--- src/rtl/definitions.sv ---
// Shared types for the ALU and its command controller: ALU opcode set, command
// kinds and controller FSM states.
package definitions;

  typedef enum logic [2:0] {
    ALU_O_ADD  = 3'd0,
    ALU_O_SUB  = 3'd1,
    ALU_O_AND  = 3'd2,
    ALU_O_OR   = 3'd3,
    ALU_O_XOR  = 3'd4,
    ALU_O_NOR  = 3'd5,
    ALU_O_SLT  = 3'd6,
    ALU_O_SLTU = 3'd7
  } alu_operation;

  // Two-bit encoding so undefined kinds exist and can be folded onto CMD_LDI.
  typedef enum logic [1:0] {
    CMD_ALU = 2'd0,
    CMD_LDI = 2'd1
  } cmd_kind_e;

  typedef enum logic [1:0] {
    S_IDLE = 2'd0,
    S_EXEC = 2'd1,
    S_RESP = 2'd2
  } ctrl_state_e;

endpackage

--- src/rtl/alu_regfile.sv ---
// NREGS x DW register file: two asynchronous read ports, one synchronous write
// port, entry 0 hardwired to zero, asynchronous active-low clear.
module alu_regfile #(
  parameter int unsigned NREGS = 8,
  parameter int unsigned DW    = 32,
  localparam int unsigned REG_W = $clog2(NREGS)
) (
  input  logic             clk_i,
  input  logic             rst_ni,
  input  logic [REG_W-1:0] ra_addr_i,
  output logic [DW-1:0]    ra_data_o,
  input  logic [REG_W-1:0] rb_addr_i,
  output logic [DW-1:0]    rb_data_o,
  input  logic             we_i,
  input  logic [REG_W-1:0] wa_i,
  input  logic [DW-1:0]    wd_i
);

  logic [DW-1:0] mem_q [NREGS];

  always_ff @(posedge clk_i or negedge rst_ni) begin
    if (!rst_ni) begin
      for (int i = 0; i < NREGS; i++) begin
        mem_q[i] <= '0;
      end
    end else if (we_i && (wa_i != '0)) begin
      mem_q[wa_i] <= wd_i;
    end
  end

  assign ra_data_o = (ra_addr_i == '0) ? '0 : mem_q[ra_addr_i];
  assign rb_data_o = (rb_addr_i == '0) ? '0 : mem_q[rb_addr_i];

endmodule

--- src/rtl/alu_cmd_ctrl.sv ---
// Command controller in front of the combinational ALU: accepts ALU/LDI
// commands, runs one execute cycle, writes back rd and returns a response.
module alu_cmd_ctrl
  import definitions::*;
#(
  parameter int unsigned NREGS = 8,
  parameter int unsigned DW    = 32,
  localparam int unsigned REG_W = $clog2(NREGS)
) (
  input  logic             clk_i,
  input  logic             rst_ni,
  input  logic             cmd_valid_i,
  output logic             cmd_ready_o,
  input  cmd_kind_e        cmd_kind_i,
  input  alu_operation     cmd_op_i,
  input  logic [REG_W-1:0] cmd_rd_i,
  input  logic [REG_W-1:0] cmd_rs_i,
  input  logic [REG_W-1:0] cmd_rt_i,
  input  logic [DW-1:0]    cmd_imm_i,
  output alu_operation     alu_op_o,
  output logic [DW-1:0]    alu_rs_o,
  output logic [DW-1:0]    alu_rt_o,
  input  logic [DW-1:0]    alu_result_i,
  input  logic             alu_zero_i,
  output logic             rsp_valid_o,
  input  logic             rsp_ready_i,
  output logic [DW-1:0]    rsp_data_o,
  output logic             rsp_zero_o,
  output logic [REG_W-1:0] rsp_rd_o
);

  ctrl_state_e state_q, state_d;

  logic             is_alu_q;
  alu_operation     op_q;
  logic [REG_W-1:0] rd_q;
  logic [DW-1:0]    imm_q;
  logic [DW-1:0]    opa_q;
  logic [DW-1:0]    opb_q;
  logic [DW-1:0]    rsp_data_q;
  logic             rsp_zero_q;
  logic [REG_W-1:0] rsp_rd_q;

  logic             accept;
  logic             exec;
  logic [DW-1:0]    exec_data;
  logic             exec_zero;
  logic [DW-1:0]    rf_rs_data;
  logic [DW-1:0]    rf_rt_data;

  alu_regfile #(
    .NREGS(NREGS),
    .DW   (DW)
  ) u_regfile (
    .clk_i    (clk_i),
    .rst_ni   (rst_ni),
    .ra_addr_i(cmd_rs_i),
    .ra_data_o(rf_rs_data),
    .rb_addr_i(cmd_rt_i),
    .rb_data_o(rf_rt_data),
    .we_i     (exec),
    .wa_i     (rd_q),
    .wd_i     (exec_data)
  );

  // FSM next state and outputs; handshake outputs depend only on state_q.
  always_comb begin
    state_d     = state_q;
    cmd_ready_o = 1'b0;
    rsp_valid_o = 1'b0;
    alu_op_o    = ALU_O_ADD;
    alu_rs_o    = '0;
    alu_rt_o    = '0;
    accept      = 1'b0;
    exec        = 1'b0;
    case (state_q)
      S_IDLE: begin
        cmd_ready_o = 1'b1;
        if (cmd_valid_i) begin
          accept  = 1'b1;
          state_d = S_EXEC;
        end
      end
      S_EXEC: begin
        exec = 1'b1;
        if (is_alu_q) begin
          alu_op_o = op_q;
          alu_rs_o = opa_q;
          alu_rt_o = opb_q;
        end
        state_d = S_RESP;
      end
      S_RESP: begin
        rsp_valid_o = 1'b1;
        if (rsp_ready_i) begin
          state_d = S_IDLE;
        end
      end
      default: state_d = S_IDLE;
    endcase
  end

  // LDI bypasses the ALU entirely.
  always_comb begin
    exec_data = imm_q;
    exec_zero = (imm_q == '0);
    if (is_alu_q) begin
      exec_data = alu_result_i;
      exec_zero = alu_zero_i;
    end
  end

  always_ff @(posedge clk_i or negedge rst_ni) begin
    if (!rst_ni) begin
      state_q <= S_IDLE;
    end else begin
      state_q <= state_d;
    end
  end

  always_ff @(posedge clk_i or negedge rst_ni) begin
    if (!rst_ni) begin
      is_alu_q <= 1'b0;
      op_q     <= ALU_O_ADD;
      rd_q     <= '0;
      imm_q    <= '0;
      opa_q    <= '0;
      opb_q    <= '0;
    end else if (accept) begin
      // Any kind other than CMD_ALU executes as an immediate load.
      is_alu_q <= (cmd_kind_i == CMD_ALU);
      op_q     <= cmd_op_i;
      rd_q     <= cmd_rd_i;
      imm_q    <= cmd_imm_i;
      opa_q    <= rf_rs_data;
      opb_q    <= rf_rt_data;
    end
  end

  always_ff @(posedge clk_i or negedge rst_ni) begin
    if (!rst_ni) begin
      rsp_data_q <= '0;
      rsp_zero_q <= 1'b0;
      rsp_rd_q   <= '0;
    end else if (exec) begin
      rsp_data_q <= exec_data;
      rsp_zero_q <= exec_zero;
      rsp_rd_q   <= rd_q;
    end
  end

  assign rsp_data_o = rsp_data_q;
  assign rsp_zero_o = rsp_zero_q;
  assign rsp_rd_o   = rsp_rd_q;

endmodule

--- config.mk ---
export PLATFORM = sky130hd
export DESIGN_NAME = alu_cmd_ctrl
export DESIGN_NICKNAME = d
export VERILOG_FILES = /design/src/rtl/definitions.sv /design/src/rtl/alu_regfile.sv /design/src/rtl/alu_cmd_ctrl.sv
export SDC_FILE = /design/constraint.sdc
export NUM_CORES = 1
export LEC_CHECK = 0
export BUFFER_PORTS_ARGS = -buffer_cell sky130_fd_sc_hd__buf_2
export CORE_ASPECT_RATIO = 2
export CORE_MARGIN = 4
export CORE_UTILIZATION = 40
export DETAILED_ROUTE_END_ITERATION = 16
export HOLD_SLACK_MARGIN = 0.08
export MAX_ROUTING_LAYER = met4
export PLACE_DENSITY = 0.62
export SYNTH_ARGS = -nofsm -noshare
export SYNTH_HDL_FRONTEND = slang
export SYNTH_HIERARCHICAL = 1
export SYNTH_SLANG_ARGS = --single-unit
--- constraint.sdc ---
create_clock -name clk_i -period 2.3 [get_ports clk_i]
set_clock_uncertainty 0.05 [all_clocks]
set_input_delay 0.46 -clock clk_i [delete_from_list [all_inputs] [get_ports clk_i]]
set_output_delay 0.46 -clock clk_i [all_outputs]
set_load 0.03 [all_outputs]
After elaboration in Yosys (flattened, before gate mapping) --
Index checks and enable logic that the tools add are counted.
Word-level totals: register bits 397, input port bits 83, output and inout port bits 105
Operators by class: $lt $le $gt $ge 4, eq/ne operators 4, multiplexer cells 27, bitwise operators 3, reduce and logical (&&, ||, !) cells 9
Operator list (number):
- 32-bit two-way mux | 12
- 256-bit bitwise mux | 1
- 32-bit binary-select mux with 3-bit select | 2
- 32-bit demux with 3-bit select | 1
- 32-bit logical NOT | 1
- 4-bit greater-or-equal comparator (second input constant) | 3
- 3-bit NOT with 4-bit output | 3
- 3-bit logical NOT | 2
- 1-bit two-way mux | 6
- 3-bit two-way mux | 2
- 2-bit one-hot mux with 3 select lines | 1
- 2-bit logical NOT | 2
- 4-bit by 1-bit < comparator with 1-bit output (second input constant) | 1
- 2-bit two-way mux | 2
- 2-bit inequality test (second input constant) | 2
- 3-bit nonzero test | 1
- 2-bit by 1-bit equality test with 1-bit output (second input constant) | 1
- 2-bit equality test (second input constant) | 1
- 1-bit logical AND | 2
- 2-bit AND reduction | 1

Logic depth before layout (Yosys ltp) --
word-level depth 6, depth in mapped cells 9, depth with buffers taken out 5

Cells and area by module --
The synthesis kept the hierarchy.
By module, submodules not included:
- alu_regfile | instances 1, cells each 875, area each 12100.4 sq um
- alu_cmd_ctrl | instances 1, cells each 510, area each 6421.2 sq um

Worst setup path before layout --
Ideal clock, no wire load.
path kind register to register, start reg state_q[1], end reg u_regfile/mem_q[100] (netlist bit), setup time 0.125 ns, data arrival time 1.941 ns, required time 2.125 ns, path slack 0.184 ns, cell stages (with the launch flop) 10, cell sequence dfrtp_1 -> nand2b_1 -> inv_2 -> buf_2 -> buf_2 -> buf_2 -> nand2_1 -> nor3_2 -> buf_4 -> mux2_2
Between the ends: longest elaborated chain between the ends 3
Ends and longest elaborated chain:
- start, declared | line alu_cmd_ctrl.sv:32 | ctrl_state_e state_q, state_d;
- start signal, assigned | line alu_cmd_ctrl.sv:117 | state_q <= state_d;
- 2-bit by 1-bit equality test with 1-bit output | line alu_cmd_ctrl.sv:76 | case (state_q)
- 1-bit two-way mux | line alu_cmd_ctrl.sv:76
- net exec | line alu_cmd_ctrl.sv:45 | logic exec;
- 1-bit logical AND | line alu_regfile.sv:26 | end else if (we_i && (wa_i != '0)) begin
- end signal, assigned by index | line alu_regfile.sv:27 | mem_q[wa_i] <= wd_i;
- end, declared | line alu_regfile.sv:19 | logic [DW-1:0] mem_q [NREGS];
The timed path passes the listed nets, and every way through them passes these cells. A chain may end at the register's enable or synchronous reset.

Final worst setup path --
start reg state_q[1], end out alu_rt_o[11]
Between the ends: longest elaborated chain between the ends 2
Ends and longest elaborated chain:
- 2-bit by 1-bit equality test with 1-bit output | line alu_cmd_ctrl.sv:76
- 32-bit two-way mux | line alu_cmd_ctrl.sv:76
- end, declared | line alu_cmd_ctrl.sv:22 | output logic [DW-1:0] alu_rt_o,
No other way between the ends.

==> impl_metrics.json <==
{
  "nNetsFinal": 1672,
  "synthTopCellsByArea": "dfrtp_1 49%, mux2_2 14%, mux2_4 8.8%, mux2i_1 6.9%, a221oi_1 5.9%",
  "synth_compound_area_frac": 0.06107,
  "hp-class": "primary input to flop",
  "die_w_um": 160.2,
  "leakagePower_nw": 10.54,
  "insertion_delay_ns": 0.54,
  "vias": 12620,
  "critical_path_class": "flop to output port",
  "setup_viol": 0,
  "gp_congestion": 0.8287,
  "end_kind": "output port",
  "antenna_left": 0,
  "synthesis.nets": 1468,
  "avgViaCountPerCell": 5.793,
  "hold_depth": 2,
  "cts-root-buf": "clkbuf_16",
  "ioPinCount": 188,
  "dieArea_mm2": 0.05002,
  "first_pass_iters": 5,
  "yosys.area.top_type": "dfrtp_1",
  "worst_setup_path_start_kind": "flop",
  "rsz0062_at_grt": "yes",
  "r2r_cells": 6,
  "synth_top_area_share": 0.4931,
  "synthSimpleGateAreaFrac": 0.05634,
  "synthMuxAreaShare": 0.3484,
  "clock_path_buffers": 3,
  "max_slew.worst_pin.slew_ns": 0.6917,
  "crit_buf_inv": 3,
  "start_util": 0.4041,
  "finalSetupTns_ns": 0,
  "coreArea_mm2": 0.04583,
  "clock.fmax_ghz": 0.4369,
  "clock_sinks": 365,
  "drtIter0Drc": 652,
  "grt_first_pass_wirelength_um": 86000,
  "cpLargestDelayFamily": "buffers and inverters",
  "place_inst": 2096,
  "antenna-diode-count": 0,
  "cts_buffers": 36,
  "cp.required_ns": 1.79,
  "power_per_cell_area_mw_per_mm2": 1322,
  "port_buffers": 187,
  "multiInputGateArea_mm2": 0.008731,
  "worstPathArrival_ns": 1.78,
  "seq_area_frac_synth": 0.4931,
  "h-tree-depth": 2,
  "synth_top_family_by_area": "multiplexers",
  "drcViolationCount": 0,
  "crit_fanout": 23,
  "dp_hpwl_um": 36400,
  "hold_viol_final": 0,
  "power_mw": 29.33,
  "fin_cells": 2179,
  "cp.depth": 5,
  "drive_gt1_frac": 0.4306,
  "relSlewSlack": 0.5389,
  "grt_usage": 0.2272,
  "min_period_ns": 2.289,
  "synthToLayoutAreaGrowth_pct": 19.76,
  "peakVddDrop_mv": 0.8687,
  "status": "completed",
  "synthXorXnorAreaFrac": 0,
  "cp_slowest_cell": "dfrtp_1",
  "max_stage_delay_ns": 0.40,
  "chipHeight_um": 312.3,
  "grt_pass1_vias": 13990,
  "seq_area_mm2": 0.009138,
  "synth-seq-cells": 365,
  "fillCellCount": 4089,
  "clk_pin_slew_worst_paths_ns": 0.06,
  "drv_cap": 0,
  "synth_area_per_cell_um2": 13.37,
  "synthAdderAreaFrac": 0,
  "netlist_area_mm2": 0.01852,
  "cts_tree": "yes",
  "wirelength_um": 56460,
  "slew_violations": 0,
  "synthCells": 1385,
  "synth_warnings": 6,
  "crit_chain": "nand2b_4, clkinv_8, buf_12, and3_4, buf_6",
  "grt_max_degree": 79,
  "wl_per_cell_um": 25.91,
  "overflow": 0,
  "antenna_found_initial": 0,
  "rows": 111,
  "period_share": 0.9952,
  "synth_cell_types": 34
}
## sequential cells by signal, summed over array words and instances, names as in the netlist
| name | flops |
|---|---|
| state_q | 2 |
| opb_q | 32 |
| op_q | 3 |
| is_alu_q | 1 |
| rsp_data_o | 32 |
| imm_q | 32 |
| rsp_rd_o | 3 |
| opa_q | 32 |
| u_regfile/mem_q | 224 |
| rd_q | 3 |
| rsp_zero_o | 1 |
## logic make-up after synthesis
kind of cell,after synthesis
AND/OR/NAND/NOR,209
flip-flops,365
buffers and inverters,129
multiplexers,551
AO/OA/AOI/OAI,131
## report_power, final
group,leakage (nW),internal (mW),switching [mW],total (mW)
logic,5.47,5.73,5.70,11.4
registers,4.51,9.52,2.37,11.9
clock network,0.560,3.40,2.60,6.00
total,10.5,18.7,10.7,29.3
## synth_stat cells, drive strengths merged
cell type,instances
a21oi,2
a221oi,124
a22o,2
a31oi,2
and2,3
and2b,1
and3,67
and4bb,1
buf,83
clkbuf,42
dfrtp,365
inv,4
mux2,423
mux2i,128
nand2,109
nand2b,2
nand3,4
nand4,2
nand4b,3
nor2,3
nor2b,3
nor3,2
nor4,7
nor4bb,1
o21ai,1
or3,1
## cell type report
| type | instances | share of cell area |
|---|---|---|
| clock buffer | 47 | 0.04479 |
| clock inverter | 16 | 0.007728 |
| inverter | 4 | 0.001241 |
| multi-input combinational | 891 | 0.3936 |
| sequential | 365 | 0.4119 |
| tap | 565 | 0.03187 |
| timing repair buffer | 289 | 0.1082 |
| timing repair inverter | 2 | 0.0005641 |
## metal layers
metal,vias up,wire length [um],global-route usage
li1,5587,-,-
met5,-,0,-
met4,0,1970,0.07888
met3,115,2423,0.02890
met1,6541,21970,0.2629
met2,380,30090,0.4051
## worst reg2reg max path: cells and delay by family (launching register included)
family	cells	cell delay, ns
flip-flops	1	0.37
multiplexers	1	0.46
buffers and inverters	3	0.81
AND/OR/NAND/NOR	2	0.30
## metrics by stage
stage / utilization / worst slack [ns] / hold slack (ns) / instance area, um2
6_report: 0.4840 / 0.01115 / 0.1044 / 22180
5_1_grt: 0.4840 / -0.02738 / 0.08610 / 22180
4_1_cts: 0.4810 / -0.05404 / 0.08157 / 22040
3_5_place_dp: 0.4478 / 0.06529 / 0.4077 / 20520
3_3_place_gp: 0.4478 / 0.09634 / 0.4052 / 20520
2_1_floorplan: - / 0.1841 / 0.1144 / 18520
## path summary, 6_finish.rpt
path	from	endpoint	slack, ns
max	state_q[1]	alu_rt_o[11]	0.01
min	cmd_imm_i[21]	imm_q[21]	0.10
max reg2reg	state_q[1]	u_regfile/mem_q[51]	0.19
min reg2reg	rsp_data_o[7]	rsp_data_o[7]	0.42
max in group asynchronous	rst_ni	u_regfile/mem_q[49]	0.96
min in group asynchronous	rst_ni	rsp_data_o[29]	0.44
## cells in the final DEF (no fill, tap or decap), types with 7 or more instances in the layout
| cell type | count |
|---|---|
| clkbuf_16 | 38 |
| clkbuf_1 | 7 |
| clkinv_2 | 7 |
| buf_2 | 126 |
| clkbuf_4 | 10 |
| buf_6 | 13 |
| and3_1 | 58 |
| and3_4 | 9 |
| dlygate4sd3_1 | 16 |
| buf_12 | 33 |
| buf_4 | 88 |
| dfrtp_1 | 364 |
| nor4_1 | 7 |
| mux2i_1 | 128 |
| mux2_2 | 233 |
| mux2_1 | 81 |
| mux2_4 | 109 |
| nand2_1 | 109 |
| a221oi_1 | 124 |
## what timing repair did
| item | in CTS | in global routing |
|---|---|---|
| gates cloned | 2 | 1 |
| setup endpoints to repair | 66 | 66 |
| endpoints found under the hold margin | 69 | 0 |
| gates resized for setup | 57 | 43 |
| hold buffers | 16 | 0 |
| buffers inserted | 1 | 0 |
| pin swaps | 2 | 0 |
Power figures use the tool's default switching activity.
